==> src/rtl/pipe_pkg.sv <==
// Shared pipeline-register constants: ID/EX payload widths, field layout and NOP encodings.
package pipe_pkg;

    localparam int unsigned IDEX_CTRL_W = 8;
    localparam int unsigned IDEX_DATA_W = 96;

    typedef struct packed {
        logic       reg_write;
        logic       mem_read;
        logic       mem_write;
        logic       branch;
        logic [3:0] alu_op;
    } idex_ctrl_t;

    typedef struct packed {
        logic [31:0] rs1_val;
        logic [31:0] rs2_val;
        logic [31:0] imm;
    } idex_data_t;

    // NOP must never write state: all enables low, ALU op don't-care.
    localparam idex_ctrl_t IDEX_CTRL_NOP = '0;

    function automatic logic is_idex_nop(input idex_ctrl_t c);
        return ~(c.reg_write | c.mem_read | c.mem_write | c.branch);
    endfunction

endpackage

==> src/rtl/pipe_skid_buf.sv <==
// One-entry skid register for pipe_stage_reg; forwards the older skid item ahead of upstream.
module pipe_skid_buf
    import pipe_pkg::*;
#(
    parameter int unsigned CTRL_W = IDEX_CTRL_W,
    parameter int unsigned DATA_W = IDEX_DATA_W
) (
    input  logic              i_clk,
    input  logic              i_rst,
    input  logic              i_flush,
    input  logic              i_stall,
    input  logic              i_adv,
    input  logic              i_load,
    input  logic              i_valid,
    input  logic [CTRL_W-1:0] i_ctrl,
    input  logic [DATA_W-1:0] i_data,
    output logic              o_skid_v,
    output logic              o_sel_valid,
    output logic [CTRL_W-1:0] o_sel_ctrl,
    output logic [DATA_W-1:0] o_sel_data
);

    logic              r_skid_v;
    logic [CTRL_W-1:0] r_skid_ctrl;
    logic [DATA_W-1:0] r_skid_data;

    always_ff @(posedge i_clk or posedge i_rst) begin
        if (i_rst) begin
            r_skid_v    <= 1'b0;
            r_skid_ctrl <= '0;
            r_skid_data <= '0;
        end else if (i_flush) begin
            r_skid_v <= 1'b0;
        end else if (i_stall) begin
            r_skid_v <= r_skid_v;
        end else if (i_adv && r_skid_v) begin
            r_skid_v <= 1'b0;
        end else if (i_load) begin
            r_skid_v    <= 1'b1;
            r_skid_ctrl <= i_ctrl;
            r_skid_data <= i_data;
        end
    end

    assign o_skid_v    = r_skid_v;
    assign o_sel_valid = r_skid_v ? 1'b1 : i_valid;
    assign o_sel_ctrl  = r_skid_v ? r_skid_ctrl : i_ctrl;
    assign o_sel_data  = r_skid_v ? r_skid_data : i_data;

endmodule

==> src/rtl/pipe_stage_reg.sv <==
// Generic inter-stage register with valid/ready, stall, flush and bubble insertion.
// Define PIPE_SKID_EN to add a skid entry that cuts the ready_i -> ready_o path.
module pipe_stage_reg
    import pipe_pkg::*;
#(
    parameter int unsigned       CTRL_W      = IDEX_CTRL_W,
    parameter int unsigned       DATA_W      = IDEX_DATA_W,
    parameter logic [CTRL_W-1:0] CTRL_BUBBLE = '0
) (
    input  logic              clk_i,
    input  logic              rst_i,
    input  logic              stall_i,
    input  logic              flush_i,
    input  logic              bubble_i,
    input  logic              valid_i,
    input  logic [CTRL_W-1:0] ctrl_i,
    input  logic [DATA_W-1:0] data_i,
    output logic              ready_o,
    output logic              valid_o,
    output logic [CTRL_W-1:0] ctrl_o,
    output logic [DATA_W-1:0] data_o,
    input  logic              ready_i
);

    logic              r_valid;
    logic [CTRL_W-1:0] r_ctrl;
    logic [DATA_W-1:0] r_data;

    logic              w_adv;
    logic              w_nop;
    logic              w_sel_valid;
    logic [CTRL_W-1:0] w_sel_ctrl;
    logic [DATA_W-1:0] w_sel_data;

    assign w_adv = ~stall_i & (~r_valid | ready_i);

`ifdef PIPE_SKID_EN
    logic w_skid_v;

    assign ready_o = ~w_skid_v & ~stall_i & ~bubble_i;

    pipe_skid_buf #(
        .CTRL_W(CTRL_W),
        .DATA_W(DATA_W)
    ) u_skid (
        .i_clk      (clk_i),
        .i_rst      (rst_i),
        .i_flush    (flush_i),
        .i_stall    (stall_i),
        .i_adv      (w_adv),
        .i_load     (valid_i & ready_o & ~w_adv),
        .i_valid    (valid_i),
        .i_ctrl     (ctrl_i),
        .i_data     (data_i),
        .o_skid_v   (w_skid_v),
        .o_sel_valid(w_sel_valid),
        .o_sel_ctrl (w_sel_ctrl),
        .o_sel_data (w_sel_data)
    );

    // A parked skid item is older than the hazard, so it drains instead of a NOP.
    assign w_nop = bubble_i & ~w_skid_v;
`else
    assign ready_o     = ~stall_i & ~bubble_i & (~r_valid | ready_i);
    assign w_sel_valid = valid_i;
    assign w_sel_ctrl  = ctrl_i;
    assign w_sel_data  = data_i;
    assign w_nop       = bubble_i;
`endif

    always_ff @(posedge clk_i or posedge rst_i) begin
        if (rst_i) begin
            r_valid <= 1'b0;
            r_ctrl  <= CTRL_BUBBLE;
            r_data  <= '0;
        end else if (flush_i) begin
            r_valid <= 1'b0;
            r_ctrl  <= CTRL_BUBBLE;
        end else if (stall_i) begin
            r_valid <= r_valid;
        end else if (w_adv && w_nop) begin
            r_valid <= 1'b0;
            r_ctrl  <= CTRL_BUBBLE;
        end else if (w_adv) begin
            r_valid <= w_sel_valid;
            r_ctrl  <= w_sel_valid ? w_sel_ctrl : CTRL_BUBBLE;
            r_data  <= w_sel_data;
        end
    end

    assign valid_o = r_valid;
    assign ctrl_o  = r_ctrl;
    assign data_o  = r_data;

endmodule

==> config.mk <==
export PLATFORM = sky130hd
export DESIGN_NAME = pipe_stage_reg
export DESIGN_NICKNAME = d
export VERILOG_FILES = /design/src/rtl/pipe_pkg.sv /design/src/rtl/pipe_skid_buf.sv /design/src/rtl/pipe_stage_reg.sv
export SDC_FILE = /design/constraint.sdc
export NUM_CORES = 1
export LEC_CHECK = 0
export ABC_AREA = 1
export BUFFER_PORTS_ARGS = -buffer_cell sky130_fd_sc_hd__buf_2
export CORE_ASPECT_RATIO = 0.75
export CORE_MARGIN = 1
export CORE_UTILIZATION = 30
export CTS_BUF_LIST = sky130_fd_sc_hd__clkbuf_8
export CTS_CLUSTER_DIAMETER = 40
export CTS_CLUSTER_SIZE = 28
export DETAILED_ROUTE_END_ITERATION = 16
export SKIP_LAST_GASP = 1
export SLEW_MARGIN = 10
export SYNTH_ARGS = -nofsm -noshare
export SYNTH_HDL_FRONTEND = slang
export SYNTH_HIERARCHICAL = 1
export SYNTH_SLANG_ARGS = --single-unit
==> constraint.sdc <==
create_clock -name clk_i -period 3.33 [get_ports clk_i]
set_clock_uncertainty 0.2 [all_clocks]
set_input_delay 0.666 -clock clk_i [delete_from_list [all_inputs] [get_ports clk_i]]
set_output_delay 0.666 -clock clk_i [all_outputs]
set_load 0.01 [all_outputs]
After elaboration in Yosys (flattened, before gate mapping) --
Cells that the tools add are included. W data, S select, Z words.
Word-level totals: output and inout port bits 106, logic and storage cells 26, input port bits 111, flip-flop bits (word level) 105
Operators by class: bitwise gates (word level) 9, multiplexer cells 9, equal/unequal tests 1, reduce and logical (&&, ||, !) cells 4
Operators with widths (count):
- $mux W8 | 5
- $not A1 Y1 | 5
- $mux W1 | 4
- $reduce_and A4 Y1 | 1
- $and A1 B1 Y1 | 3
- $reduce_bool A3 Y1 | 1
- $ne A2 B1 Y1 const B | 1
- $reduce_and A2 Y1 | 1
- $logic_and A1 B1 Y1 | 1
- $or A1 B1 Y1 | 1

Depth between registers and ports, before layout --
Gate-level depths: netlist of the first run.
depth after elaboration 7, mapped depth 7, gate-level depth less buffers 5

Worst setup path after synthesis of the first run --
No wires, ideal clock.
path type input -> output, start point in ready_i, end point out ready_o, data arrival time 0.960 ns, stages on the path 3, setup slack 1.504 ns, path through inv_1 nand2_1 and2_1
On the way: cells in the longest elaborated chain, start to end 2
Ends and longest elaborated chain:
- from (decl) | line pipe_stage_reg.sv:22 | input logic ready_i
- $or A1 B1 Y1 | line pipe_stage_reg.sv:64 | assign ready_o = ~stall_i & ~bubble_i & (~r_valid | ready_i);
- $and A1 B1 Y1 | line pipe_stage_reg.sv:64
- to (decl) | line pipe_stage_reg.sv:18 | output logic ready_o,
No other way between the ends.

Final worst setup path of the first run --
start point reg r_valid, in the netlist valid_o, end point out ready_o
On the way: cells in the longest elaborated chain, start to end 3
Ends and longest elaborated chain:
- from (decl) | line pipe_stage_reg.sv:25 | logic r_valid;
- from (signal assigned) | line pipe_stage_reg.sv:80 | r_valid <= r_valid;
- from (signal assigned) | line pipe_stage_reg.sv:85 | r_valid <= w_sel_valid;
- $not A1 Y1 | line pipe_stage_reg.sv:64
- $or A1 B1 Y1 | line pipe_stage_reg.sv:64
- $and A1 B1 Y1 | line pipe_stage_reg.sv:64
No other way between the ends.

==> results of run 1 <==
worst max-delay path: cells and delay by family, from the launching register on:
kind / cells / cell delay [ns]
buffers and inverters: 1 / 0.13
flip-flops: 1 / 0.44
AND/OR/NAND/NOR: 2 / 0.28
cell type report:
cell class,count,area [um2],share of cell area (%)
clock buffer,9,124,2.04
clock inverter,6,108,1.78
inverter,108,409,6.75
multi-input combinational,233,1370,22.6
sequential,105,2630,43.4
tap,200,250,4.13
timing repair buffer,223,1170,19.4
timing repair:
action                                 CTS  global route
endpoints found under the hold margin    5             0
buffers inserted                         0             0
hold buffers                             1             0
resized for setup                        0             0
metal layers:
layer	vias up	GRT usage, %	routed length [um]
met5	-	0	0
met4	0	4.96	133
met3	9	4.56	746
met2	133	21.0	4680
met1	1620	17.4	4840
li1	1823	-	-
through the flow:
step	hold WS, ns	instance area [um2]	setup WS (ns)
finish	0.282	6060	1.23
global route	0.298	6060	1.14
CTS	0.287	6060	1.19
detailed placement	0.263	5820	0.995
global placement	0.258	5820	1.05
floorplan	0.316	4630	1.20
power by group:
part | leakage, nW | switching (mW) | internal, mW
logic | 2.16 | 0.416 | 0.324
registers | 1.32 | 0.107 | 1.47
clock network | 0.115 | 0.432 | 0.493
total | 3.59 | 0.955 | 2.29
worst paths after layout:
| path | end | slack, ns | cells past startpoint |
|---|---|---|---|
| max | ready_o | 1.23 | 3 |
| min | data_o[2] | 0.28 | 2 |
| max reg2reg | data_o[90] | 1.36 | 5 |
| min reg2reg | data_o[2] | 0.28 | 2 |
| max in group asynchronous | data_o[18] | 1.59 | 4 |
| min in group asynchronous | data_o[63] | 0.54 | 3 |
state kept, by name, indices dropped and copies added, names as in the netlist:
signal,flops
ctrl_o,8
data_o,96
valid_o,1
logic make-up after synthesis:
family / Yosys count / share of synthesized area, %
AO/OA/AOI/OAI: 97 / 17.6
flip-flops: 105 / 56.8
AND/OR/NAND/NOR: 136 / 11.8
buffers and inverters: 130 / 13.8
cell usage in the layout, fill, tap and decap left out:
| master | Yosys | final |
|---|---|---|
| clkinvlp_4 | 0 | 2 |
| a21oi_2 | 1 | 1 |
| clkinv_2 | 0 | 2 |
| inv_1 | 106 | 105 |
| dfrtp_1 | 105 | 105 |
| nor2_2 | 2 | 2 |
| dlygate4sd3_1 | 0 | 1 |
| o21ai_0 | 4 | 4 |
| and2_1 | 1 | 1 |
| nand3_4 | 0 | 1 |
| buf_12 | 0 | 3 |
| bufinv_16 | 0 | 3 |
| clkinv_1 | 1 | 1 |
| o21ai_1 | 6 | 6 |
| nand4_1 | 9 | 9 |
| buf_2 | 0 | 216 |
| buf_4 | 0 | 3 |
| nand2_1 | 123 | 123 |
| inv_2 | 1 | 1 |
| clkbuf_8 | 0 | 9 |
| o21ai_2 | 86 | 86 |
==> parameters.txt, run 1 <==
Parameter                              Value

Die
  Die area    15900 um2
  Vertical die dimension    110 um
  Floorplan row count    38
  Top Ports    217
  Die width    145 um
  Starting utilization of the core area    31.4%
  CORE AREA    14700 um2

Clocking
  Number of buffers created by CTS    9
  Source-to-sink clock delay at the later pin of the worst-skew pair    0.37 ns
  H-tree Lvls    3
  CTS tree    built
  CTS max path bufs    2
  Root Driver    clkbuf_8
  TritonCTS Sinks    105
  Clock Pin Slew Worst Setup and Hold Paths    0.10 ns

Synthesis
  Mapped Avg Cell Area    9.88 um2
  Share of the synthesized area in the top cell type    56.8%
  Most frequent cell after synthesis    nand2_1
  Total number of yosys warnings    6
  Share of synthesized area occupied by flip-flops and latches    56.8%
  Synthesized netlist cell count    468
  Synth Cell Area    4620 um2
  Library cell with the largest summed area after synthesis    dfrtp_1
  Leading cell types by count after synthesis    nand2_1, inv_1, dfrtp_1
  Synth unique cells    15
  Share of synthesized registers carrying an async set or reset    100%
  Main flop type after synthesis    dfrtp_1
  Number of flops mapped to enable cells by yosys    0
  Synth Net Count    579
  Flip-flop and latch count after synthesis    105
  Leading cell types by total area after synthesis    dfrtp_1, o21ai_2, nand2_1

Routing
  Via count    3585
  Wirelength per Cell    11.8 um
  Starting DRC count in detailed routing    96
  Count of nets left with antenna violations after detail routing    0
  Vias per cell    4.06
  DRC Markers    0
  First-pass detailed-route iteration total    4
  Routed WL    10400 um

Final layout
  Inserted Diodes    0
  Layout overhead on the synthesized area    31.0%
  Proportion of layout cells with a drive suffix above 1    48.1%
  Count of placed standard cells in the final layout, fillers left out    884
  Number of filler instances in the final layout    1521
  Fraction of the core area covered by cells at the end of the flow    41.1%
  Net count reported at finish    791

GRT
  Maximum number of pins on one net before global-route repair    81
  Remaining Overflow, GRT    0
  Wire length of the first global-routing pass    16800 um
  Number of antenna violations at the first check in global routing    0
  GRT Resource Usage Total    13.5%
  Via count of the first global-routing pass    3471

STA
  Worst-margin pin slew    0.555 ns
  Final hold violation count    0
  Accumulated negative setup slack    0 ns
  Final period demand of the worst path    2.10 ns
  Highest attainable clock frequency    0.477 GHz
  Period Utilization, post-route    63.0%
  Final count of pins violating max slew    0
  Worst relative slew slack    63.0%
  Final count of negative-setup-slack endpoints    0
  RSZ-0062 raised after global routing    no

Place
  Half-perimeter wire length after detailed placement    7850 um
  Port bufs    216
  Total instance count after detailed placement    868
  GP Congestion    0.820

Worst hold path
  Min-Delay Startpoint    data_o[2]
  Hold crit path type    reg2reg

Setup path
  Startpoint types    flop
  Largest driver fanout on the critical path    4
  CP required    2.46 ns
  Max incr delay on CP    0.44 ns
  List of cells traversed by the critical path    nand2_1, and2_1, buf_2
  Launching element of the worst setup path    valid_o
  Endpoint kind of the worst setup timing path    output port
  Critical-path cell with the highest stage delay    dfrtp_1
  Reg-to-reg critical path startpoint    valid_o
  Data arrival time of the worst path    1.23 ns
  Setup CP Type    reg2out

Power
  Lkg Pwr    3.59 nW
  Design Power    3.24 mW
  IR drop worst, VDD    0.291 mV
  Power density of the placed cells    535 nW/um2

Run status
  Status    finished clean

Job
  Maximum Capacitance Violations    0
No activity file was read; power rests on OpenSTA's default activity.
==> run 2, diff against run 1 <==
--- a/config.mk
+++ b/config.mk
@@ -5,7 +5,7 @@
 export SDC_FILE = /design/constraint.sdc
 export NUM_CORES = 1
 export LEC_CHECK = 0
-export ABC_AREA = 1
+export ABC_AREA = 0
 export BUFFER_PORTS_ARGS = -buffer_cell sky130_fd_sc_hd__buf_2
 export CORE_ASPECT_RATIO = 0.75
 export CORE_MARGIN = 1
==> constraint.sdc (replaced) <==
create_clock -name clk_i -period 2.2 [get_ports clk_i]
set_clock_uncertainty 0.2 [all_clocks]
set_input_delay 0.44 -clock clk_i [delete_from_list [all_inputs] [get_ports clk_i]]
set_output_delay 0.44 -clock clk_i [all_outputs]
set_load 0.01 [all_outputs]
==> run 2 against run 1 <==
Power up 45%. Final cell count shrank 30%. Area after synthesis down 15%.
==> parameters.txt, run 2 <==
Parameter                              Value

Routing
  Starting DRC count in detailed routing    33 (-66%)
  DRC Markers    0 (unchanged)
  First-pass detailed-route iteration total    4 (unchanged)
  Vias per cell    4.42 (+9.0%)
  Via count    2746 (-23%)
  Count of nets left with antenna violations after detail routing    0 (unchanged)
  Routed WL    9120 um (-12%)
  Wirelength per Cell    14.7 um (+25%)

STA
  Accumulated negative setup slack    0 ns (unchanged)
  Highest attainable clock frequency    0.514 GHz
  Worst-margin pin slew    0.606 ns (+0.0504 ns)
  Final period demand of the worst path    1.95 ns
  Final count of negative-setup-slack endpoints    0 (unchanged)
  Period Utilization, post-route    88.5%
  RSZ-0062 raised after global routing    no
  Final count of pins violating max slew    0 (unchanged)
  Worst relative slew slack    59.5% (-3.4 points)
  Final hold violation count    0 (unchanged)
  Final hold slack    0.0945 ns (-0.188 ns)

Setup path
  Crit path buf inv count    1 (unchanged)
  CP required    1.56 ns (-0.90 ns)
  CP top delay family    flip-flops
  Data arrival time of the worst path    1.31 ns (+0.08 ns)
  Cell count along the critical path    3 (unchanged)
  Startpoint types    flop
  Setup CP Type    reg2out
  List of cells traversed by the critical path    nor2b_1, nor3_1, buf_2
  Largest driver fanout on the critical path    3 (-1)
  Critical-path cell with the highest stage delay    dfrtp_1
  Logic depth of the worst register-to-register path    4 (-1)
  Max incr delay on CP    0.41 ns (-0.03 ns)
  Endpoint kind of the worst setup timing path    output port

Die
  Die area    13500 um2 (-15%)
  Die width    134 um (-7.8%)
  Vertical die dimension    101 um (-7.8%)
  Top Ports    217 (unchanged)
  CORE AREA    12500 um2 (-15%)
  Floorplan row count    35 (-7.9%)
  Starting utilization of the core area    31.3% (-0.087 points)

Clocking
  Clock Pin Slew Worst Setup and Hold Paths    0.09 ns (about the same)
  H-tree Lvls    3 (unchanged)
  TritonCTS Sinks    105 (unchanged)
  CTS max path bufs    2 (unchanged)
  Count of instances resized after the clock tree is built    0 (unchanged)
  Root Driver    clkbuf_8
  CTS tree    built
  Source-to-sink clock delay at the later pin of the worst-skew pair    0.35 ns (-0.02 ns)
  Number of buffers created by CTS    9 (unchanged)

Final layout
  Area occupied by registers    2630 um2 (unchanged)
  Proportion of layout cells with a drive suffix above 1    65.3% (+17 points)
  Final std cell area, no fill    5450 um2 (-10%)
  Total area of multi-input combinational cells    1210 um2 (-11%)
  Layout overhead on the synthesized area    39.0%
  Count of placed standard cells in the final layout, fillers left out    621 (-30%)
  Most used cells in the layout excluding fill and tap cells    buf_2, dfrtp_1, mux2_2
  Flip-flop count of the largest register after layout    96 (unchanged)
  Number of filler instances in the final layout    1194 (-21%)
  Net count reported at finish    561 (-29%)
  Inserted Diodes    0 (unchanged)
  Leading cell type in the layout, fill and taps excluded    buf_2

Synthesis
  Library cell with the largest summed area after synthesis    dfrtp_1
  Mapped Avg Cell Area    17.2 um2 (+74%)
  Synth Cell Area    3920 um2 (-15%)
  Total number of yosys warnings    6 (unchanged)
  Number of flops mapped to enable cells by yosys    0 (unchanged)
  Share of the synthesized area in the top cell type    67.0% (+10 points)
  Synth Net Count    339 (-41%)
  Synth unique cells    13 (-2)
  Main flop type after synthesis    dfrtp_1
  Leading cell types by count after synthesis    dfrtp_1, mux2_2, mux2_1
  Leading cell types by total area after synthesis    dfrtp_1, mux2_2, mux2_1
  Most frequent cell after synthesis    dfrtp_1
  Synthesized netlist cell count    228 (-51%)
  Share of synthesized registers carrying an async set or reset    100% (unchanged)
  Share of synthesized area occupied by flip-flops and latches    67.0% (+10 points)
  Flip-flop and latch count after synthesis    105 (unchanged)

Job
  Maximum Capacitance Violations    0 (unchanged)

Power
  Combinational share of power    23.0% (+0.2 points)
  Design Power    4.70 mW (+45%)
  Net switching power    1.33 mW (+40%)
  Lkg Pwr    2.69 nW (-25%)
  Switching Share    28.4% (-1.1 points)
  IR drop worst, VDD    0.347 mV (+19%)
  Proportion of power drawn by flip-flops and latches    52.1% (+3.4 points)
  Clk network pwr share    24.8% (-3.7 points)
  Pint    3.37 mW (+47%)
  Power density of the placed cells    862 nW/um2 (+61%)

Place
  Half-perimeter wire length after detailed placement    6850 um (-13%)
  GP Congestion    0.727 (-11%)
  Port bufs    216 (unchanged)
  Total instance count after detailed placement    604 (-30%)
  Post-placement cell area    5240 um2 (-9.9%)

GRT
  Maximum number of pins on one net before global-route repair    67 (-17%)
  Number of antenna violations at the first check in global routing    0 (unchanged)
  Via count of the first global-routing pass    2806 (-19%)
  GRT Resource Usage Total    13.9% (+0.45 points)
  Wire length of the first global-routing pass    14400 um (-15%)
  Remaining Overflow, GRT    0 (unchanged)

Worst hold path
  Number of cells on the worst hold path    2 (unchanged)
  Hold crit path type    in2reg

Run status
  Status    finished clean
run 2: cell types whose count changed after synthesis, moves of 8 or more:
cell | previous run | this run
a32o_1 | 0 | 8
nand2_1 | 123 | 0
mux2_2 | 0 | 55
o21ai_2 | 86 | 0
mux2_1 | 0 | 41
inv_1 | 106 | 1
buf_6 | 20 | 0
nand4_1 | 9 | 0
run 2: metal layers:
layer | up-vias | track usage [%] | routed length (um)
li1 | 1258 | - | -
met1 | 1335 | 16.1 | 3660
met2 | 143 | 22.8 | 4330
met3 | 10 | 6.44 | 1020
met4 | 0 | 4.63 | 103
met5 | - | 0 | 0
run 2: kinds of logic after synthesis:
logic type	after synthesis	share of synthesized area, %
AO/OA/AOI/OAI	10	2.52
buffers and inverters	14	2.01
flip-flops	105	67.0
multiplexers	96	27.6
AND/OR/NAND/NOR	3	0.830
run 2: worst register-to-register path, cell delays in order, from the launching register on:
cell     delay [ns]
dfrtp_1        0.42
nor2b_1        0.19
nor4_4         0.22
buf_12         0.33
mux2_2         0.46
run 2: metrics by stage:
step / setup WS, ns / util [%]
finish: 0.254 / 43.5
global route: 0.116 / 43.5
CTS: 0.217 / 43.5
detailed placement: 0.183 / 41.8
global placement: 0.212 / 41.8
floorplan: 0.300 / -
run 2: path summary, 6_finish.rpt:
| path | from | end | slack, ns |
|---|---|---|---|
| min reg2reg | data_o[56] | data_o[56] | 0.29 |
| max | valid_o | ready_o | 0.25 |
| min | data_i[61] | data_o[61] | 0.09 |
| max in group asynchronous | rst_i | data_o[65] | 0.70 |
| min in group asynchronous | rst_i | data_o[58] | 0.49 |
| max reg2reg | valid_o | data_o[94] | 0.27 |
run 2: area by class of cell:
| cell class | count | area share, % |
|---|---|---|
| clock buffers | 12 | 3.03 |
| inverters | 1 | 0.138 |
| repair buffers | 224 | 21.9 |
| flip-flops and latches | 105 | 48.2 |
| well taps | 166 | 3.81 |
| clock inverters | 4 | 0.643 |
| multi-input cells | 109 | 22.3 |
run 2: power groups by stage:
stage               Combinational (mW)  Clock (mW)  Sequential (mW)
detailed placement                1.11           0             2.49
global route                      1.18        1.32             2.50
CTS                               1.11        1.24             2.46
global placement                  1.09           0             2.48
finish                            1.08        1.17             2.45
floorplan                        0.360           0             2.66
run 2: repair_timing:
action	4_1_cts	5_1_grt
hold endpoints to repair	22	0
setup buffers	0	0
hold buffers	1	0
